==> src/rtl/vga_pkg.sv <==
`default_nettype none
// ----------------------------------------------------------------------------
// vga_pkg : shared VGA types and frame geometry
// rev 1.0 : initial release
// ----------------------------------------------------------------------------
package vga_pkg;

  localparam int VGA_MAX_H = 1280;
  localparam int VGA_MAX_V = 1024;

  typedef enum logic [1:0] {
    IDLE  = 2'd0,
    WRITE = 2'd1,
    DONE  = 2'd2
  } vga_fill_state_e;

  typedef enum logic [1:0] {
    BLACK = 2'd0,
    WHITE = 2'd1,
    BLUE  = 2'd2,
    GREEN = 2'd3
  } vga_color_e;

endpackage
`default_nettype wire

==> src/rtl/vga_rect_fill_if.sv <==
`default_nettype none
// ----------------------------------------------------------------------------
// vga_rect_fill_if : command, pixel-write and status signals of vga_rect_fill
// rev 1.0 : initial release
// ----------------------------------------------------------------------------
interface vga_rect_fill_if #(
  parameter int X_WIDTH     = 11,
  parameter int Y_WIDTH     = 11,
  parameter int COLOR_WIDTH = 2
);

  logic                       cmd_valid_i;
  logic                       cmd_ready_o;
  logic [X_WIDTH-1:0]         cmd_x0_i;
  logic [X_WIDTH-1:0]         cmd_x1_i;
  logic [Y_WIDTH-1:0]         cmd_y0_i;
  logic [Y_WIDTH-1:0]         cmd_y1_i;
  logic [COLOR_WIDTH-1:0]     cmd_color_i;
  logic                       abort_i;
  logic                       we_o;
  logic [X_WIDTH-1:0]         addr_x_o;
  logic [Y_WIDTH-1:0]         addr_y_o;
  logic [COLOR_WIDTH-1:0]     color_o;
  logic                       wr_gnt_i;
  logic                       busy_o;
  logic                       done_o;
  logic                       err_o;
  logic                       aborted_o;
  logic [X_WIDTH+Y_WIDTH-1:0] pix_cnt_o;

  // slave = the fill engine, master = command source / frame buffer side
  modport slave (
    input  cmd_valid_i, cmd_x0_i, cmd_x1_i, cmd_y0_i, cmd_y1_i, cmd_color_i,
           abort_i, wr_gnt_i,
    output cmd_ready_o, we_o, addr_x_o, addr_y_o, color_o, busy_o, done_o,
           err_o, aborted_o, pix_cnt_o
  );

  modport master (
    output cmd_valid_i, cmd_x0_i, cmd_x1_i, cmd_y0_i, cmd_y1_i, cmd_color_i,
           abort_i, wr_gnt_i,
    input  cmd_ready_o, we_o, addr_x_o, addr_y_o, color_o, busy_o, done_o,
           err_o, aborted_o, pix_cnt_o
  );

endinterface
`default_nettype wire

==> src/rtl/vga_fill_addr_gen.sv <==
`default_nettype none
// ----------------------------------------------------------------------------
// vga_fill_addr_gen : x-fastest raster counter over an inclusive rectangle
// rev 1.0 : initial release
// ----------------------------------------------------------------------------
module vga_fill_addr_gen #(
  parameter int X_WIDTH = 11,
  parameter int Y_WIDTH = 11
) (
  input  wire logic               clk,
  input  wire logic               rst,
  input  wire logic               load,
  input  wire logic [X_WIDTH-1:0] x0,
  input  wire logic [Y_WIDTH-1:0] y0,
  input  wire logic [X_WIDTH-1:0] x1,
  input  wire logic [Y_WIDTH-1:0] y1,
  input  wire logic               step,
  output logic      [X_WIDTH-1:0] x,
  output logic      [Y_WIDTH-1:0] y,
  output logic                    last
);

  logic [X_WIDTH-1:0] x_start;
  logic [X_WIDTH-1:0] x_end;
  logic [Y_WIDTH-1:0] y_end;

  always_ff @(posedge clk or posedge rst) begin
    if (rst) begin
      x       <= '0;
      y       <= '0;
      x_start <= '0;
      x_end   <= '0;
      y_end   <= '0;
    end else if (load) begin
      x       <= x0;
      y       <= y0;
      x_start <= x0;
      x_end   <= x1;
      y_end   <= y1;
    end else if (step) begin
      // y stays on the final row after the last pixel; the FSM leaves WRITE there
      if (x == x_end) begin
        x <= x_start;
        if (y != y_end) y <= y + Y_WIDTH'(1);
      end else begin
        x <= x + X_WIDTH'(1);
      end
    end
  end

  assign last = (x == x_end) && (y == y_end);

endmodule
`default_nettype wire

==> src/rtl/vga_rect_fill.sv <==
`default_nettype none
// ----------------------------------------------------------------------------
// vga_rect_fill : clips a rectangle-fill command and issues one write per pixel
// rev 1.0 : initial release
// ----------------------------------------------------------------------------
module vga_rect_fill
  import vga_pkg::*;
#(
  parameter int X_WIDTH     = 11,
  parameter int Y_WIDTH     = 11,
  parameter int COLOR_WIDTH = 2,
  parameter int MAX_H       = VGA_MAX_H,
  parameter int MAX_V       = VGA_MAX_V
) (
  input wire logic        clk_i,
  input wire logic        arst_i,
  vga_rect_fill_if.slave  bus
);

  localparam int                 CNT_W  = X_WIDTH + Y_WIDTH;
  localparam logic [X_WIDTH-1:0] X_LAST = X_WIDTH'(MAX_H - 1);
  localparam logic [Y_WIDTH-1:0] Y_LAST = Y_WIDTH'(MAX_V - 1);

  vga_fill_state_e        state;
  logic                   ready;
  logic                   we;
  logic                   busy;
  logic                   done;
  logic                   err;
  logic                   aborted;
  logic [CNT_W-1:0]       pix_cnt;
  logic [COLOR_WIDTH-1:0] color;

  logic [31:0]            x0_ext;
  logic [31:0]            x1_ext;
  logic [31:0]            y0_ext;
  logic [31:0]            y1_ext;
  logic [X_WIDTH-1:0]     x1_clip;
  logic [Y_WIDTH-1:0]     y1_clip;
  logic                   reject;
  logic                   load;
  logic                   step;
  logic                   last;
  logic [X_WIDTH-1:0]     gen_x;
  logic [Y_WIDTH-1:0]     gen_y;

  // Compare in 32 bits so frame limits wider than the coordinate fields still work
  assign x0_ext  = 32'(bus.cmd_x0_i);
  assign x1_ext  = 32'(bus.cmd_x1_i);
  assign y0_ext  = 32'(bus.cmd_y0_i);
  assign y1_ext  = 32'(bus.cmd_y1_i);
  assign x1_clip = (x1_ext > 32'(MAX_H - 1)) ? X_LAST : bus.cmd_x1_i;
  assign y1_clip = (y1_ext > 32'(MAX_V - 1)) ? Y_LAST : bus.cmd_y1_i;
  assign reject  = (x0_ext >= 32'(MAX_H)) || (y0_ext >= 32'(MAX_V)) ||
                   (bus.cmd_x0_i > x1_clip) || (bus.cmd_y0_i > y1_clip);

  assign load = (state == IDLE) && bus.cmd_valid_i && !reject;
  assign step = (state == WRITE) && bus.wr_gnt_i && !bus.abort_i;

  vga_fill_addr_gen #(
    .X_WIDTH (X_WIDTH),
    .Y_WIDTH (Y_WIDTH)
  ) u_addr_gen (
    .clk  (clk_i),
    .rst  (arst_i),
    .load (load),
    .x0   (bus.cmd_x0_i),
    .y0   (bus.cmd_y0_i),
    .x1   (x1_clip),
    .y1   (y1_clip),
    .step (step),
    .x    (gen_x),
    .y    (gen_y),
    .last (last)
  );

  always_ff @(posedge clk_i or posedge arst_i) begin
    if (arst_i) begin
      state   <= IDLE;
      ready   <= 1'b1;
      we      <= 1'b0;
      busy    <= 1'b0;
      done    <= 1'b0;
      err     <= 1'b0;
      aborted <= 1'b0;
      pix_cnt <= '0;
      color   <= '0;
    end else begin
      case (state)
        IDLE: begin
          if (bus.cmd_valid_i) begin
            pix_cnt <= '0;
            color   <= bus.cmd_color_i;
            err     <= reject;
            aborted <= 1'b0;
            ready   <= 1'b0;
            busy    <= 1'b1;
            if (reject) begin
              state <= DONE;
              done  <= 1'b1;
            end else begin
              state <= WRITE;
              we    <= 1'b1;
            end
          end
        end
        WRITE: begin
          if (bus.wr_gnt_i) pix_cnt <= pix_cnt + CNT_W'(1);
          // A grant in the abort cycle still completes that pixel
          if (bus.abort_i || (bus.wr_gnt_i && last)) begin
            state   <= DONE;
            we      <= 1'b0;
            done    <= 1'b1;
            aborted <= bus.abort_i;
          end
        end
        DONE: begin
          state <= IDLE;
          done  <= 1'b0;
          busy  <= 1'b0;
          ready <= 1'b1;
        end
        default: begin
          state <= IDLE;
          we    <= 1'b0;
          done  <= 1'b0;
          busy  <= 1'b0;
          ready <= 1'b1;
        end
      endcase
    end
  end

  assign bus.cmd_ready_o = ready;
  assign bus.we_o        = we;
  assign bus.addr_x_o    = gen_x;
  assign bus.addr_y_o    = gen_y;
  assign bus.color_o     = color;
  assign bus.busy_o      = busy;
  assign bus.done_o      = done;
  assign bus.err_o       = err;
  assign bus.aborted_o   = aborted;
  assign bus.pix_cnt_o   = pix_cnt;

endmodule
`default_nettype wire

==> src/flat_wrapper.sv <==
// flat-port wrapper written by rule: the top's interface ports become plain ports
module vga_rect_fill_flat import vga_pkg::*;
#(
  parameter int X_WIDTH     = 11,
  parameter int Y_WIDTH     = 11,
  parameter int COLOR_WIDTH = 2,
  parameter int MAX_H       = VGA_MAX_H,
  parameter int MAX_V       = VGA_MAX_V
)
  (clk_i, arst_i, bus_cmd_valid_i, bus_cmd_x0_i, bus_cmd_x1_i, bus_cmd_y0_i, bus_cmd_y1_i, bus_cmd_color_i, bus_abort_i, bus_wr_gnt_i, bus_cmd_ready_o, bus_we_o, bus_addr_x_o, bus_addr_y_o, bus_color_o, bus_busy_o, bus_done_o, bus_err_o, bus_aborted_o, bus_pix_cnt_o);
  vga_rect_fill_if #(.X_WIDTH(X_WIDTH), .Y_WIDTH(Y_WIDTH), .COLOR_WIDTH(COLOR_WIDTH)) bus_i ();
  input wire logic clk_i;
  input wire logic arst_i;
  input wire logic [$bits(bus_i.cmd_valid_i)-1:0] bus_cmd_valid_i;
  input wire logic [$bits(bus_i.cmd_x0_i)-1:0] bus_cmd_x0_i;
  input wire logic [$bits(bus_i.cmd_x1_i)-1:0] bus_cmd_x1_i;
  input wire logic [$bits(bus_i.cmd_y0_i)-1:0] bus_cmd_y0_i;
  input wire logic [$bits(bus_i.cmd_y1_i)-1:0] bus_cmd_y1_i;
  input wire logic [$bits(bus_i.cmd_color_i)-1:0] bus_cmd_color_i;
  input wire logic [$bits(bus_i.abort_i)-1:0] bus_abort_i;
  input wire logic [$bits(bus_i.wr_gnt_i)-1:0] bus_wr_gnt_i;
  output wire logic [$bits(bus_i.cmd_ready_o)-1:0] bus_cmd_ready_o;
  output wire logic [$bits(bus_i.we_o)-1:0] bus_we_o;
  output wire logic [$bits(bus_i.addr_x_o)-1:0] bus_addr_x_o;
  output wire logic [$bits(bus_i.addr_y_o)-1:0] bus_addr_y_o;
  output wire logic [$bits(bus_i.color_o)-1:0] bus_color_o;
  output wire logic [$bits(bus_i.busy_o)-1:0] bus_busy_o;
  output wire logic [$bits(bus_i.done_o)-1:0] bus_done_o;
  output wire logic [$bits(bus_i.err_o)-1:0] bus_err_o;
  output wire logic [$bits(bus_i.aborted_o)-1:0] bus_aborted_o;
  output wire logic [$bits(bus_i.pix_cnt_o)-1:0] bus_pix_cnt_o;
  assign bus_i.cmd_valid_i = bus_cmd_valid_i;
  assign bus_i.cmd_x0_i = bus_cmd_x0_i;
  assign bus_i.cmd_x1_i = bus_cmd_x1_i;
  assign bus_i.cmd_y0_i = bus_cmd_y0_i;
  assign bus_i.cmd_y1_i = bus_cmd_y1_i;
  assign bus_i.cmd_color_i = bus_cmd_color_i;
  assign bus_i.abort_i = bus_abort_i;
  assign bus_i.wr_gnt_i = bus_wr_gnt_i;
  assign bus_cmd_ready_o = bus_i.cmd_ready_o;
  assign bus_we_o = bus_i.we_o;
  assign bus_addr_x_o = bus_i.addr_x_o;
  assign bus_addr_y_o = bus_i.addr_y_o;
  assign bus_color_o = bus_i.color_o;
  assign bus_busy_o = bus_i.busy_o;
  assign bus_done_o = bus_i.done_o;
  assign bus_err_o = bus_i.err_o;
  assign bus_aborted_o = bus_i.aborted_o;
  assign bus_pix_cnt_o = bus_i.pix_cnt_o;
  vga_rect_fill #(.X_WIDTH(X_WIDTH), .Y_WIDTH(Y_WIDTH), .COLOR_WIDTH(COLOR_WIDTH), .MAX_H(MAX_H), .MAX_V(MAX_V)) u_core (.clk_i(clk_i), .arst_i(arst_i), .bus(bus_i));
endmodule
==> config.mk <==
export PLATFORM = sky130hd
export DESIGN_NAME = vga_rect_fill_flat
export DESIGN_NICKNAME = d
export VERILOG_FILES = /design/src/rtl/vga_pkg.sv /design/src/rtl/vga_rect_fill_if.sv /design/src/rtl/vga_fill_addr_gen.sv /design/src/rtl/vga_rect_fill.sv /design/src/flat_wrapper.sv
export SDC_FILE = /design/constraint.sdc
export NUM_CORES = 1
export LEC_CHECK = 0
export CAP_MARGIN = 10
export CORE_MARGIN = 10
export CORE_UTILIZATION = 47
export DETAILED_ROUTE_END_ITERATION = 10
export PLACE_DENSITY = 0.8
export SYNTH_ARGS = -nofsm -noshare
export SYNTH_HDL_FRONTEND = slang
export SYNTH_SLANG_ARGS = --single-unit
export TNS_END_PERCENT = 10
==> constraint.sdc <==
create_clock -name clk_i -period 2.9 [get_ports clk_i]
set_input_delay 0.58 -clock clk_i [delete_from_list [all_inputs] [get_ports clk_i]]
set_output_delay 0.58 -clock clk_i [all_outputs]
set_load 0.005 [all_outputs]
==> results.json, run 1 <==
{
  "cp.buffers_inverters": 2,
  "synth-compound-area-share_pct": 13.9,
  "regArea_mm2": 0.00218,
  "fin_skew_ns": 0.0158,
  "vias": 4930,
  "cp.arrival_ns": 3.11,
  "wl_per_cell_um": 18.2,
  "synthSimpleGateAreaFrac_pct": 19.4,
  "h-tree-depth": 3,
  "fp.dieArea_mm2": 0.0155,
  "outcome": "completed",
  "wl_um": 15700,
  "cts_hold_buffers": 0,
  "grt_overflow": 0,
  "final_common_cell": "clkdlybuf4s50_1",
  "dp_hpwl_um": 11800,
  "clock_sinks": 87,
  "hold_viol": 0,
  "cp_max_fo": 6,
  "drc": 0,
  "core-area_mm2": 0.0107,
  "setup_viol": 0,
  "synthAdderAreaFrac_pct": 6.10,
  "cpMaxStageDelayCell": "or3_4",
  "multi_input_area_mm2": 0.00298,
  "fillers": 843,
  "cts_root_buffer": "clkbuf_8",
  "synth_top_family_by_area": "simple AND/OR/NAND/NOR gates",
  "track_usage_pct": 19.3,
  "rsz0062_at_grt": "true",
  "ys_ff_latch": 87,
  "crit_family": "simple AND/OR/NAND/NOR gates",
  "slew_violations": 0,
  "clk_pin_slew_worst_paths_ns": 0.08,
  "fmax_mhz": 349,
  "critPathMaxStageDelay_ns": 0.41,
  "crit_required_ns": 3.15,
  "numPlacedInstances": 838,
  "synth_xor_xnor_area_share_pct": 7.86,
  "grt_max_degree": 40,
  "first_pass_iters": 5,
  "fin_crit_sh_pct": 98.8,
  "ys_warn_count": 0,
  "grt_pass1_wl_um": 25200,
  "fin_crit_ns": 2.87,
  "io_pins": 103,
  "holdPathStages": 2,
  "clk_latency_ns": 0.37,
  "cp.depth": 10,
  "yosys-mux-area-fraction_pct": 6.64,
  "postSynthAreaPerCell_um2": 9.34,
  "worstMarginPinSlew_ns": 0.497,
  "drt_iter0_markers": 507,
  "place_congestion": 0.882,
  "clock_path_buffers": 2,
  "ir_drop_v": 0.000344,
  "diodes": 0,
  "synth-edff-count": 0,
  "ant_nets": 0,
  "die_x_um": 124,
  "r2r_cells": 7,
  "via_per_inst": 5.74,
  "syn2layout_area_growth_pct": 43.0,
  "worstSetupPathType": "primary input to flop",
  "hold_class": "flop to flop",
  "power_leakage_nw": 3.20,
  "synth.net_count": 625,
  "fin_hold_ws_ns": 0.486,
  "yosysUniqueCellTypes": 53,
  "grt_pass1_vias": 5039,
  "drive_above_1_share_pct": 20.9,
  "chipHeight_um": 124,
  "synth_area_mm2": 0.00513,
  "p_per_area_mw_per_mm2": 644,
  "portBuffers": 102,
  "most-common-layout-cells": "clkdlybuf4s50_1 (92), dfrtp_1 (86), buf_4 (69)",
  "total_power_w": 0.00472,
  "antenna_found_initial": 0,
  "cts_made_buffers": 9,
  "synth_ff_type": "dfrtp_1",
  "synthArstFlopShare_pct": 100,
  "crit_path_end_kind": "flop",
  "crit_path_cell_trace": "clkdlybuf4s50_1 -> or2_4 -> ha_1 -> and3_4 -> nand3_1 -> a211o_1 -> or3_4 -> nor2_4 -> clkbuf_16 -> mux2_4",
  "initial_core_util_pct": 47.7,
  "rows": 38,
  "ys_seq_area_share_pct": 42.5,
  "crit_path_start_kind": "primary input",
  "maxCapViolations": 0,
  "slew_headroom_pct": 66.4,
  "tns_ns": 0,
  "cts_tree": "built",
  "nets": 790,
  "syn_inst": 549,
  "finalNonFillerCells": 859
}
## layout make-up
class	instances	area share, %
clock buffers	11	1.93
clock inverters	5	1.42
inverters	15	0.785
multi-input cells	421	40.6
flip-flops and latches	87	29.7
well taps	140	2.39
repair buffers	180	23.1
## metrics by stage
step                utilization (%)  setup WS, ns  instance area [µm²]
finish                         68.3        0.0350                 7330
CTS                            66.3        -0.102                 7120
global placement               63.2        -0.682                 6790
global route                   68.3       -0.0314                 7330
detailed placement             63.2        -0.733                 6790
floorplan                         -       -0.0363                 5170
## cells by family after synthesis
family                   count (synthesis)
other                                    1
flip-flops                              87
AND/OR/NAND/NOR                        197
AO/OA/AOI/OAI                          124
buffers and inverters                   41
multiplexers                            28
adder cells (fa/ha/maj)                 25
XOR/XNOR                                46
## synth_stat cells (5+ instances only)
library cell / instances / area (µm²)
dfrtp_1: 86 / 2150
o21ai_0: 22 / 110
o21ai_1: 44 / 220
or2_2: 5 / 31.3
xor2_1: 9 / 78.8
nand3_1: 33 / 165
ha_1: 25 / 313
nand2_1: 39 / 146
or3_1: 8 / 50.1
mux2i_1: 10 / 100
nor2_1: 53 / 199
a2bb2oi_1: 5 / 43.8
inv_1: 15 / 56.3
clkbuf_1: 17 / 63.8
nand4_1: 13 / 81.3
xnor2_1: 37 / 324
a21oi_1: 27 / 135
and4_1: 6 / 52.6
mux2_4: 10 / 150
buf_2: 8 / 40.0
nor3_1: 9 / 45.0
and3_1: 12 / 75.1
nor4_1: 5 / 31.3
## power breakdown
group          internal [W]  switching, W
clock network      0.000598      0.000447
registers           0.00157      0.000442
logic              0.000971      0.000698
total               0.00314       0.00159
## flip-flops by register name, summed over array words and instances, names as in the netlist
register                   count
u_core.bus.aborted_o           1
u_core.u_addr_gen.y_end       11
u_core.bus.err_o               1
u_core.bus.pix_cnt_o          22
u_core.u_addr_gen.y           11
u_core.bus.busy_o              1
u_core.bus.color_o             2
u_core.bus.cmd_ready_o         1
u_core.bus.done_o              1
u_core.state                   2
u_core.u_addr_gen.x_start     11
u_core.u_addr_gen.x_end       11
u_core.u_addr_gen.x           11
u_core.bus.we_o                1
## worst reg2reg max path, cell delays in order, from the launching register on
cell     delay [ns]
dfrtp_1        0.47
xnor2_1        0.28
and3_1         0.33
nand3_1        0.22
buf_4          0.28
nor4b_1        0.46
xnor2_1        0.20
o21ai_1        0.08
## routing by layer
layer  vias up  routed length (µm)  track usage, %
met5         -                   0               0
met4         0                 367            7.40
met3        36                1170            5.02
met2       237                7620            32.0
met1      2364                6510            23.5
li1       2293                   -               -
## repair_timing
action | in CTS | in global routing
buffers inserted | 2 | 1
gates cloned | 0 | 2
gates resized for setup | 18 | 38
pin swaps | 8 | 18
endpoints found under the setup margin | 60 | 60
## worst paths after layout
check	slack [ns]	from	endpoint
worst max-delay path	0.03	bus_cmd_y1_i[0]	u_core.u_addr_gen.x_start[10]
max in group asynchronous	1.67	arst_i	u_core.u_addr_gen.x_start[10]
min in group asynchronous	0.53	arst_i	u_core.u_addr_gen.x_end[9]
worst min-delay path	0.49	u_core.bus.color_o[1]	u_core.bus.color_o[1]
worst max register to register	0.49	u_core.u_addr_gen.x[0]	u_core.u_addr_gen.y[2]
worst min register to register	0.49	u_core.bus.color_o[1]	u_core.bus.color_o[1]
No activity file was read; power rests on OpenSTA's default activity.
==> inputs of run 2 (changes only) <==
==> constraint.sdc (replaced) <==
create_clock -name clk_i -period 2.3 [get_ports clk_i]
set_input_delay 0.46 -clock clk_i [delete_from_list [all_inputs] [get_ports clk_i]]
set_output_delay 0.46 -clock clk_i [all_outputs]
set_load 0.005 [all_outputs]
==> run 2 against run 1 <==
Net effect:
- the flow now finishes with violations (negative setup slack)
- register-to-register slack worse by 0.38 ns
- flip-flop and latch count stayed put
- cell area is 4.6% higher
- routed wire length is 6.2% higher
- hold slack better by 0.0076 ns
- die area stayed put
- clock power is 9.6% higher
- global-route usage is 1.5 points higher
- clock-buffer cell count is 3 higher
- critical path depth is 1 higher
- clock skew is 0.0044 ns lower
- largest cell class unchanged
==> results.json, run 2 (synthesized netlist as in run 1, its figures left out) <==
{
  "outcome": "finished with violations",
  "violations": "negative setup slack",
  "cp.arrival_ns": 2.81,
  "grt_overflow": 0,
  "fillers": 787,
  "cp_max_fo": 6,
  "dp_hpwl_um": 11800,
  "fin_hold_ws_ns": 0.494,
  "chipHeight_um": 124,
  "die_x_um": 124,
  "cp.depth": 11,
  "syn2layout_area_growth_pct": 49.6,
  "nets": 821,
  "clock_path_buffers": 2,
  "grt_max_degree": 88,
  "wl_per_cell_um": 18.7,
  "slew_headroom_pct": 66.9,
  "cts_tree": "built",
  "largest_register_ffs": 22,
  "portBuffers": 102,
  "fp.dieArea_mm2": 0.0155,
  "crit_path_end_kind": "flop",
  "critPathMaxStageDelay_ns": 0.43,
  "crit_path_cell_trace": "buf_8 -> buf_6 -> or2_4 -> ha_4 -> and3_4 -> nand3_2 -> a211o_1 -> or3_4 -> nor2_4 -> buf_8 -> mux2_4",
  "core-area_mm2": 0.0107,
  "fmax_mhz": 390,
  "drt_iter0_markers": 492,
  "h-tree-depth": 3,
  "worstMarginPinSlew_ns": 0.493,
  "grt-busiest-layer": "met2",
  "p_per_area_mw_per_mm2": 783,
  "crit_path_start_kind": "primary input",
  "clock_sinks": 87,
  "crit_family": "simple AND/OR/NAND/NOR gates",
  "cts_root_buffer": "clkbuf_8",
  "drive_above_1_share_pct": 27.9,
  "cts_hold_buffers": 0,
  "crit_required_ns": 2.55,
  "multi_input_area_mm2": 0.00315,
  "power_leakage_nw": 3.34,
  "maxCapViolations": 0,
  "via_per_inst": 5.64,
  "setup_viol": 60,
  "final_util_pct": 71.4,
  "most-common-layout-cells": "buf_4 (98), dfrtp_1 (86), clkdlybuf4s50_1 (73)",
  "worstSetupPathType": "primary input to flop",
  "antenna_found_initial": 0,
  "fin_crit_sh_pct": 111,
  "hold_viol": 0,
  "initial_core_util_pct": 47.7,
  "final_common_cell": "buf_4",
  "clk_latency_ns": 0.37,
  "drc": 0,
  "vias": 5016,
  "place_ws_ns": -1.04,
  "r2r_cells": 7,
  "fin_ws_ns": -0.262,
  "cp.buffers_inverters": 3,
  "ant_nets": 0,
  "fin_skew_ns": 0.0114,
  "met1_usage_pct": 25.0,
  "slew_violations": 0,
  "first_pass_iters": 5,
  "cpMaxStageDelayCell": "or3_4",
  "diodes": 0,
  "grt_pass1_wl_um": 27000,
  "wl_um": 16700,
  "rsz0062_at_grt": "true",
  "holdPathStages": 2,
  "track_usage_pct": 20.8,
  "grt_use_met2_pct": 35.4,
  "hold_class": "flop to flop",
  "gr-usage-met3_pct": 4.43,
  "grt_pass1_vias": 5259,
  "cts_made_buffers": 9,
  "io_pins": 103,
  "ir_drop_v": 0.000407,
  "regArea_mm2": 0.00218,
  "clk_pin_slew_worst_paths_ns": 0.08,
  "fin_crit_ns": 2.56,
  "place_area_mm2": 0.00695,
  "cpMostUsedCell": "buf_8",
  "rows": 38,
  "place_congestion": 0.899,
  "stdcell_area_mm2": 0.00767
}
[run 2: cell types whose count changed in the layout (fill, tap and decap cells not counted), moves of 5 or more]
cell,previous run,this run
ha_4,3,9
ha_1,22,16
dlygate4sd2_1,2,17
o21ai_2,2,8
clkdlybuf4s15_1,0,5
clkdlybuf4s50_1,92,73
dlymetal6s2s_1,8,1
mux2_4,10,16
buf_4,69,98
[run 2: final cells by class]
cell class / instances / area share [%]
repair buffers: 211 / 24.6
well taps: 140 / 2.28
inverters: 15 / 0.799
flip-flops and latches: 87 / 28.4
clock inverters: 2 / 0.489
multi-input cells: 421 / 41.1
clock buffers: 14 / 2.25
[run 2: worst paths after layout]
check | start | end | slack [ns]
setup / recovery | bus_cmd_y1_i[10] | u_core.u_addr_gen.x_start[2] | -0.26
hold / removal | u_core.bus.cmd_ready_o | u_core.bus.cmd_ready_o | 0.49
setup reg to reg | u_core.u_addr_gen.x[0] | u_core.u_addr_gen.x[8] | 0.11
hold reg to reg | u_core.bus.cmd_ready_o | u_core.bus.cmd_ready_o | 0.49
max in group asynchronous | arst_i | u_core.bus.cmd_ready_o | 1.42
min in group asynchronous | arst_i | u_core.bus.pix_cnt_o[17] | 0.52
[run 2: power by group]
group,internal [W],total [W],switching (W)
registers,0.00198,0.00246,0.000483
clock network,0.000593,0.00114,0.000544
logic,0.00137,0.00240,0.00103
total,0.00395,0.00600,0.00206
[run 2: what timing repair did]
| action | CTS | global route |
|---|---|---|
| buffers inserted | 15 | 6 |
| resized for setup | 117 | 15 |
| pin swaps | 41 | 16 |
| setup endpoints to repair | 60 | 60 |
| gates cloned | 2 | 0 |
[run 2: stage by stage]
step | total power [W] | setup TNS, ns | std cells
after floorplan | 0.00356 | -51.77 | 549
after CTS | 0.00594 | -4.24 | 887
final | 0.00600 | -8.53 | 890
after detailed placement | 0.00467 | -54.28 | 854
after global placement | 0.00458 | -48.06 | 854
after global routing | 0.00633 | -11.42 | 890
[run 2: worst min-delay path: stages, from the launching register on]
cell and delay [ns]:
dfstp_2 0.37, nor2_1 0.08, nor2_1 0.05
[run 2: routing by layer]
metal | routed length (µm) | vias to the layer above
li1 | - | 2340
met1 | 6940 | 2449
met2 | 8320 | 186
met3 | 965 | 41
met4 | 422 | 0
met5 | 0 | -
==> inputs of run 3 (changes only) <==
--- a/config.mk
+++ b/config.mk
@@ -5,11 +5,12 @@
 export SDC_FILE = /design/constraint.sdc
 export NUM_CORES = 1
 export LEC_CHECK = 0
+export ABC_AREA = 0
 export CAP_MARGIN = 10
 export CORE_MARGIN = 10
 export CORE_UTILIZATION = 47
 export DETAILED_ROUTE_END_ITERATION = 10
-export PLACE_DENSITY = 0.8
+export PLACE_DENSITY = 0.75
 export SYNTH_ARGS = -nofsm -noshare
 export SYNTH_HDL_FRONTEND = slang
 export SYNTH_SLANG_ARGS = --single-unit
==> run 3 against run 2 <==
Net effect:
- the run still ends with negative setup slack left
- first-iteration DRC count decreased by 13%
- setup slack improved by 0.020 ns
- power down 2.2%
- maximum frequency rose by 0.79%
- clock skew down 0.0062 ns
- via count rose by 2.7%
- final cell count increased by 0.90%
- sequential share of layout area fell by 0.51 points
- combinational power up 3%
- global-route usage grew 0.074 points
- critical path type unchanged
==> results.json, run 3 (synthesized netlist as in run 1, its figures left out) <==
{
  "drive_above_1_share_pct": 29.7,
  "first_pass_iters": 5,
  "fmax_mhz": 393,
  "via_per_inst": 5.73,
  "p_int_w": 0.00380,
  "largest_register_ffs": 22,
  "rsz0062_at_grt": "true",
  "violations": "negative setup slack",
  "crit_path_end_kind": "flop",
  "grt_pass1_vias": 5256,
  "ir_drop_v": 0.000374,
  "slew_violations": 0,
  "syn2layout_area_growth_pct": 52.3,
  "cts_made_buffers": 9,
  "io_pins": 103,
  "hold_viol": 0,
  "clock_path_buffers": 2,
  "regArea_mm2": 0.00218,
  "grt_overflow": 0,
  "multi_input_area_mm2": 0.00320,
  "p_seq_share_pct": 42.1,
  "h-tree-depth": 3,
  "cpMaxStageDelayCell": "a2111oi_4",
  "clock_power_share_pct": 15.6,
  "fin_skew_ns": 0.00518,
  "antenna_found_initial": 0,
  "cts_root_buffer": "clkbuf_8",
  "cp_max_fo": 8,
  "final_util_pct": 72.7,
  "crit_path_start_kind": "primary input",
  "combPwrFrac_pct": 42.3,
  "track_usage_pct": 20.9,
  "portBuffers": 102,
  "vias": 5149,
  "most-common-layout-cells": "buf_4 (102), dfrtp_1 (86), clkdlybuf4s50_1 (70)",
  "p_per_area_mw_per_mm2": 752,
  "drc": 0,
  "fin_ws_ns": -0.242,
  "fp.dieArea_mm2": 0.0155,
  "ant_nets": 0,
  "hold_class": "primary input to flop",
  "rows": 38,
  "dp_hpwl_um": 11800,
  "clk_latency_ns": 0.36,
  "place_congestion": 0.865,
  "diodes": 0,
  "switchingPower_w": 0.00207,
  "setup_viol": 60,
  "crit_required_ns": 2.55,
  "worstSetupPathType": "primary input to flop",
  "p_sw_share_pct": 35.3,
  "numPlacedInstances": 852,
  "cp.arrival_ns": 2.79,
  "cts_tree": "built",
  "grt_max_degree": 88,
  "wl_per_cell_um": 19.4,
  "finalNonFillerCells": 898,
  "initial_core_util_pct": 47.7,
  "clock_sinks": 87,
  "outcome": "finished with violations",
  "maxCapViolations": 0,
  "wl_um": 17400,
  "chipHeight_um": 124,
  "clk_pin_slew_worst_paths_ns": 0.08,
  "nets": 832,
  "fin_crit_sh_pct": 111,
  "core-area_mm2": 0.0107,
  "drt_iter0_markers": 427,
  "power_leakage_nw": 3.43,
  "final_common_cell": "buf_4",
  "fin_crit_ns": 2.54,
  "die_x_um": 124,
  "fillers": 779,
  "grt_pass1_wl_um": 27000,
  "crit_path_cell_trace": "buf_6 -> clkinvlp_4 -> nor2_4 -> nor2_1 -> ha_1 -> nand2_2 -> a2111oi_4 -> buf_4 -> o31ai_4 -> nand2_2 -> buf_6 -> buf_12 -> mux2_4",
  "critPathMaxStageDelay_ns": 0.38
}
run 3: changes by cell type in the layout (fill, tap and decap cells not counted), moves of 3 or more:
cell / before / now
buf_6: 7 / 13
buf_4: 98 / 102
nor2_1: 41 / 37
clkdlybuf4s50_1: 73 / 70
ha_1: 16 / 13
ha_4: 9 / 12
run 3: path summary, 6_finish.rpt:
check	startpoint	cells after the start	slack, ns	endpoint
max	bus_cmd_x1_i[10]	13	-0.24	u_core.u_addr_gen.x[2]
min	bus_cmd_y0_i[6]	3	0.39	u_core.u_addr_gen.y[6]
max reg2reg	u_core.u_addr_gen.x[0]	5	0.14	u_core.u_addr_gen.y[9]
min reg2reg	u_core.bus.color_o[1]	2	0.48	u_core.bus.color_o[1]
max in group asynchronous	arst_i	3	1.42	u_core.bus.cmd_ready_o
min in group asynchronous	arst_i	3	0.51	u_core.bus.pix_cnt_o[13]
run 3: power by group through the flow:
stage	Combinational [W]	Sequential, W	Clock [W]
2_1_floorplan	0.00119	0.00237	0
3_3_place_gp	0.00215	0.00244	0
3_5_place_dp	0.00222	0.00246	0
4_1_cts	0.00238	0.00244	0.000925
5_1_grt	0.00269	0.00252	0.000981
6_report	0.00248	0.00247	0.000916
run 3: layout make-up:
type	count	share of cell area [%]
Inverter	15	0.785
Tap cell	140	2.24
Timing Repair Buffer	222	26.2
Multi-Input combinational cell	421	41.0
Sequential cell	87	27.9
Clock inverter	2	0.128
Clock buffer	11	1.81
run 3: through the flow:
| stage | hold WS (ns) | instance area, µm² | TNS (ns) | total power (W) | worst slack (ns) |
|---|---|---|---|---|---|
| after floorplan | 0.450 | 5210 | -51.77 | 0.00356 | -0.516 |
| after global routing | 0.392 | 7810 | -14.58 | 0.00619 | -0.357 |
| after global placement | 0.458 | 6950 | -50.63 | 0.00459 | -0.955 |
| after detailed placement | 0.463 | 6950 | -54.48 | 0.00467 | -1.03 |
| final | 0.389 | 7810 | -10.59 | 0.00587 | -0.242 |
| after CTS | 0.482 | 7680 | -7.06 | 0.00574 | -0.194 |
run 3: critical path, delay by kind of cell:
family	cells	cell delay (ns)
adders and majority gates	1	0.31
and+or+nand+nor	4	0.64
buffers and inverters	5	0.60
muxes	1	0.30
AOI/OAI and AO/OA	2	0.46
run 3: layer usage:
metal / GRT usage (%) / vias up / part of all wire [%] / wire length, µm
met4: 8.02 / 0 / 2.9 / 503
met3: 5.06 / 39 / 6.7 / 1170
li1: - / 2377 / - / -
met5: 0 / - / 0 / 0
met2: 35.2 / 218 / 49 / 8500
met1: 25.0 / 2515 / 42 / 7260
run 3: timing repair:
item / 4_1_cts / 5_1_grt
pin swaps: 45 / 23
resized for setup: 112 / 41
hold buffers: 0 / 0
setup buffers: 30 / 5
hold endpoints to repair: 0 / 0
gates cloned: 3 / 0
setup endpoints to repair: 60 / 60
